$ cat config.mk
export PLATFORM = sky130hd
export DESIGN_NAME = mlaccel_vecfetch
export DESIGN_NICKNAME = d
export VERILOG_FILES = /design/src/rtl/mlaccel_vecfetch.sv
export SDC_FILE = /design/constraint.sdc
export NUM_CORES = 1
export LEC_CHECK = 0
export BUFFER_PORTS_ARGS = -buffer_cell sky130_fd_sc_hd__buf_2
export CAP_MARGIN = 5
export CORE_MARGIN = 2
export CORE_UTILIZATION = 57
export CTS_CLUSTER_DIAMETER = 80
export DETAILED_ROUTE_END_ITERATION = 8
export PLACE_DENSITY = 0.82
export RECOVER_POWER = 100
export SLEW_MARGIN = 25
export SYNTH_ARGS = -nofsm -noshare
export SYNTH_HDL_FRONTEND = slang
export SYNTH_SLANG_ARGS = --single-unit
$ cat constraint.sdc
create_clock -name clock -period 3.4 [get_ports clock]
set_input_delay 0.68 -clock clock [delete_from_list [all_inputs] [get_ports clock]]
set_output_delay 0.68 -clock clock [all_outputs]
set_load 0.02 [all_outputs]
$ cat src/rtl/mlaccel_vecfetch.sv
// Read-stream sequencer: turns (addr, len) commands into back-to-back 64-bit memory
// reads, tracks the fixed read latency and returns the data through a credit-checked FIFO.
module mlaccel_vecfetch #(
  parameter int READ_LAT   = 2,
  parameter int FIFO_DEPTH = 4,
  parameter int ADDR_STEP  = 4
) (
  input  logic        clock,
  input  logic        resetn,
  input  logic        cmd_valid,
  output logic        cmd_ready,
  input  logic [15:0] cmd_addr,
  input  logic [15:0] cmd_len,
  output logic [15:0] mem_addr,
  output logic [1:0]  mem_wen,
  input  logic [63:0] mem_rdata,
  output logic        out_valid,
  input  logic        out_ready,
  output logic [63:0] out_data,
  output logic        out_last,
  output logic        busy,
  output logic        done
);

  localparam int PTR_W = (FIFO_DEPTH > 1) ? $clog2(FIFO_DEPTH) : 1;
  localparam int CNT_W = $clog2(FIFO_DEPTH + 1);
  localparam int INF_W = $clog2(READ_LAT + 1);

  typedef enum logic [1:0] {
    ST_IDLE,
    ST_RUN,
    ST_DRAIN
  } state_t;

  state_t state, state_nxt;

  logic [15:0] addr_q;
  logic [15:0] rem;
  logic [15:0] addr_hold;
  logic        done_q;
  logic        done_nxt;
  logic        issue;
  logic        cmd_fire;
  logic        last_fire;

  logic [READ_LAT-1:0] pipe_vld;
  logic [READ_LAT-1:0] pipe_last;
  logic [INF_W-1:0]    inflight;

  logic [64:0]      fifo_mem [FIFO_DEPTH];
  logic [PTR_W-1:0] wr_ptr;
  logic [PTR_W-1:0] rd_ptr;
  logic [CNT_W-1:0] fifo_count;
  logic             fifo_wr;
  logic             fifo_rd;
  logic [CNT_W:0]   credit_used;

  function automatic logic [PTR_W-1:0] ptr_inc(input logic [PTR_W-1:0] p);
    return (p == PTR_W'(FIFO_DEPTH - 1)) ? '0 : p + PTR_W'(1);
  endfunction

  assign cmd_ready = (state == ST_IDLE);
  assign cmd_fire  = cmd_valid && cmd_ready;
  assign busy      = (state != ST_IDLE);
  assign done      = done_q;
  assign mem_wen   = 2'b00;
  assign mem_addr  = issue ? addr_q : addr_hold;

  assign out_valid = (fifo_count != '0);
  assign out_data  = fifo_mem[rd_ptr][63:0];
  assign out_last  = out_valid && fifo_mem[rd_ptr][64];
  assign fifo_rd   = out_valid && out_ready;
  assign fifo_wr   = pipe_vld[READ_LAT-1];
  assign last_fire = fifo_rd && out_last;

  always_comb begin
    inflight = '0;
    for (int i = 0; i < READ_LAT; i++) begin
      inflight = inflight + INF_W'(pipe_vld[i]);
    end
  end

  // Reads still in the pipe already own a FIFO slot, so the FIFO can never overflow.
  assign credit_used = (CNT_W+1)'(fifo_count) + (CNT_W+1)'(inflight);

  always_comb begin
    state_nxt = state;
    done_nxt  = 1'b0;
    issue     = 1'b0;
    case (state)
      ST_IDLE: begin
        if (cmd_fire) begin
          if (cmd_len == 16'd0) begin
            done_nxt = 1'b1;
          end else begin
            state_nxt = ST_RUN;
          end
        end
      end
      ST_RUN: begin
        if ((rem != 16'd0) && (credit_used < (CNT_W+1)'(FIFO_DEPTH))) begin
          issue = 1'b1;
          if (rem == 16'd1) begin
            state_nxt = ST_DRAIN;
          end
        end
      end
      ST_DRAIN: begin
        if (last_fire) begin
          state_nxt = ST_IDLE;
          done_nxt  = 1'b1;
        end
      end
      default: state_nxt = ST_IDLE;
    endcase
  end

  always_ff @(posedge clock or negedge resetn) begin
    if (!resetn) begin
      state     <= ST_IDLE;
      addr_q    <= '0;
      rem       <= '0;
      addr_hold <= '0;
      done_q    <= 1'b0;
      pipe_vld  <= '0;
      pipe_last <= '0;
    end else begin
      state  <= state_nxt;
      done_q <= done_nxt;
      if (cmd_fire) begin
        addr_q <= cmd_addr;
        rem    <= cmd_len;
      end else if (issue) begin
        addr_q    <= addr_q + 16'(ADDR_STEP);
        rem       <= rem - 16'd1;
        addr_hold <= addr_q;
      end
      pipe_vld[0]  <= issue;
      pipe_last[0] <= issue && (rem == 16'd1);
      for (int i = 1; i < READ_LAT; i++) begin
        pipe_vld[i]  <= pipe_vld[i-1];
        pipe_last[i] <= pipe_last[i-1];
      end
    end
  end

  always_ff @(posedge clock or negedge resetn) begin
    if (!resetn) begin
      wr_ptr     <= '0;
      rd_ptr     <= '0;
      fifo_count <= '0;
    end else begin
      if (fifo_wr) begin
        wr_ptr <= ptr_inc(wr_ptr);
      end
      if (fifo_rd) begin
        rd_ptr <= ptr_inc(rd_ptr);
      end
      case ({fifo_wr, fifo_rd})
        2'b10:   fifo_count <= fifo_count + CNT_W'(1);
        2'b01:   fifo_count <= fifo_count - CNT_W'(1);
        default: fifo_count <= fifo_count;
      endcase
    end
  end

  // Storage needs no reset: out_valid masks whatever the entries hold.
  always_ff @(posedge clock) begin
    if (fifo_wr) begin
      fifo_mem[wr_ptr] <= {pipe_last[READ_LAT-1], mem_rdata};
    end
  end

  fifo_no_overflow: assert property (@(posedge clock) disable iff (!resetn)
    !(fifo_wr && !fifo_rd && (fifo_count == CNT_W'(FIFO_DEPTH))));

endmodule

==> impl_metrics.tcl <==
set metrics [dict create \
    ys_ff_latch 322 \
    placedInstanceArea_sq_um 13900 \
    synth_cells 701 \
    first_global_vias 7174 \
    avgSynthCellArea_sq_um 18.0 \
    finalHoldViolCount 0 \
    drcViolationCount 0 \
    antenna_found_initial 0 \
    grt_util_met1 0.295 \
    yosysMostFrequentCell "edfxtp_1" \
    rows 54 \
    fin_nets 1031 \
    maxCapViolCount 5 \
    drt-initial-drc-count 561 \
    ys_types 50 \
    fillCellCount 1392 \
    synth_top_area_share 0.619 \
    rr_worst_depth 4 \
    reg2reg_slack_ps 600 \
    path_clk_slew_ps 70 \
    grt_pass1_wl_microns 40100 \
    critPathKind "reg -> out" \
    diodes 0 \
    die_w_microns 153 \
    whs_ps 343 \
    clock_tree.root_cell "clkbuf_16" \
    grt_start_max_net_pins 63 \
    clock_sinks 322 \
    grt_util_met3 0.0461 \
    start_kind "flip-flop" \
    htreeDepth 1 \
    synth_common_cells "edfxtp_1, nand2_1, mux4_2, dfrtp_1, nor2_1" \
    p_per_area_nw_per_um2 950 \
    outcome "complete, but fails checks" \
    tightest_slew_ps 1950 \
    design.core.area_sq_um 21800 \
    drv_slew 158 \
    worstSkewPairLatency_ps 540 \
    slew_headroom -0.299 \
    synth-edff-count 260 \
    overflow 0 \
    dp_cells 1150 \
    syn_to_final_growth_pct 21.4 \
    p_leak_nw 5.60 \
    timing.final.ws_setup_ps -14.9 \
    slowest_delay_ps 570 \
    wl_per_cell_microns 21.8 \
    finalCriticalPeriod_ps 3410 \
    cts_tree "built" \
    end_kind "primary output" \
    setup_viol 2 \
    initial_core_util 0.580 \
    netlist_area_sq_um 12600 \
    cp_max_fo 5 \
    min_to "addr_q[1]$_DFFE_PN0P_" \
    yosys_warnings 0 \
    power_w 0.0146 \
    hp-start "cmd_addr[1]" \
    seq_area_sq_um 9370 \
    reg2reg_from "wr_ptr[1]$_DFFE_PN0P_" \
    crit_chain "inv_2 -> ha_4 -> or3b_4 -> or4_4 -> nand2_8 -> buf_6 -> nand2_1 -> nand2_1 -> buf_6" \
    grt_usage 0.218 \
    totalWireLength_microns 26600 \
    multi_input_area_sq_um 3220 \
    place_congestion 0.887 \
    fp.dieH_microns 153 \
    skew_ps 7.89 \
    drtPass1Iterations 5 \
    r2r-end "fifo_mem[1][27]$_DFFE_PP_" \
    final_area_sq_um 15300 \
    cts_buffer_depth 3 \
    vdd.ir_drop.worst_uv 603 \
    hold_depth 3 \
    synth_top_area_cell "edfxtp_1" \
    drive_gt1_frac 0.341 \
    num_vias 7311 \
    synthArstFlopShare 0.193 \
    grt_busiest_layer "met2" \
    stdcell_count 1223 \
    final_antenna_net_count 0 \
    tritoncts.num_buffers 31 \
    io_buffers 184 \
    slowest_stage "or4_4" \
    final.period_utilization 1.00 \
    violations "capacitance limit, slew limit, setup timing" \
    critical_path_arrival_ps 2730 \
    fmax_ghz 0.293 \
    required_ps 2720 \
    ys.flop_type "edfxtp_1" \
    grt_use_met2 0.374 \
    synth_area_leaders "edfxtp_1, dfrtp_1, mux4_2" \
    dpl.hpwl_microns 16100 \
    hp-class "in -> reg" \
    rsz0062_at_grt "true" \
    die-area_sq_um 23300 \
    routed_via_density 5.98 \
    io_pins 187 \
    yosysSeqAreaShare 0.742 \
    dp_slack_ps 236 \
]
## registers in the layout, summed over array words and instances, names as in the netlist
signal and cells:
fifo_count 3, addr_hold 16, rd_ptr 2, wr_ptr 2
rem 16, state 2, done 1, pipe_vld 2
fifo_mem 260, pipe_last 2, addr_q 16
## layout make-up
type | instances | share of cell area
clock inverters | 26 | 0.0161
multi-input cells | 332 | 0.210
clock buffers | 31 | 0.0506
inverters | 17 | 0.00498
repair buffers | 215 | 0.0840
flip-flops and latches | 322 | 0.611
well taps | 280 | 0.0229
## power breakdown
group / leakage [nW] / internal (W) / switching (W)
clock: 0.500 / 0.00197 / 0.00141
combinational: 1.94 / 0.00226 / 0.00303
sequential: 3.16 / 0.00530 / 0.000573
## per-stage QoR
step            util  setup TNS (ps)
3_5_place_dp   0.641               0
2_1_floorplan      -               0
5_1_grt        0.704            -574
4_1_cts        0.695               0
6_report       0.704           -16.2
3_3_place_gp   0.641               0
## cells by family (layout without fill, tap and decap cells)
group | Yosys count | in the layout | synth area share
mux | 67 | 67 | 0.118
flops | 322 | 322 | 0.742
xor+xnor | 4 | 4 | 0.00278
buf+inv | 48 | 289 | 0.0168
simple gates | 169 | 169 | 0.0642
compound gates | 78 | 78 | 0.0440
fa+ha+maj | 12 | 12 | 0.0125
other cells | 1 | 2 | 0.000297
## worst max path at each step
stage | start | endpoint | slack (ps) | cells past startpoint
CTS | rem[0]$_DFFE_PN0P_ | mem_addr[14] | 20 | 9
detailed placement | rem[0]$_DFFE_PN0P_ | mem_addr[8] | 240 | 9
global route | rem[0]$_DFFE_PN0P_ | mem_addr[12] | -80 | 9
floorplan | rem[0]$_DFFE_PN0P_ | mem_addr[10] | 540 | 9
finish | rem[0]$_DFFE_PN0P_ | mem_addr[12] | -10 | 9
global placement | rem[0]$_DFFE_PN0P_ | mem_addr[10] | 330 | 9
## placed cells by master, fill, tap and decap left out, drive strengths merged, types with 8 or more instances in the layout
master and count:
inv 19, o21ai 22, nor3 10, clkinv 17, edfxtp 260, o211ai 11
clkbuf 99, dfrtp 62, nor4 9, a21oi 8, ha 11, nor2 18
buf 147, mux4 65, a221o 12, nand3 13, nand2 85
## per-layer routing
metal / vias up / part of all wire / routed length [microns]
li1: 3240 / - / -
met1: 3704 / 0.38 / 10100
met2: 317 / 0.52 / 13800
met3: 50 / 0.082 / 2180
met4: 0 / 0.020 / 534
met5: - / 0 / 0
## timing repair
action | 4_1_cts | 5_1_grt
setup buffers | 10 | 5
endpoints found under the setup margin | 16 | 16
hold buffers | 0 | 0
pin swaps | 4 | 14
gates cloned | 1 | 0
gates resized for setup | 12 | 88
## critical path, delay by kind of cell (launching register included)
kind                     cells  cell delay [ps]
AND/OR/NAND/NOR              5             1310
buffers and inverters        3              350
adder cells (fa/ha/maj)      1              130
flip-flops                   1              410
No activity file was read; power rests on OpenSTA's default activity.
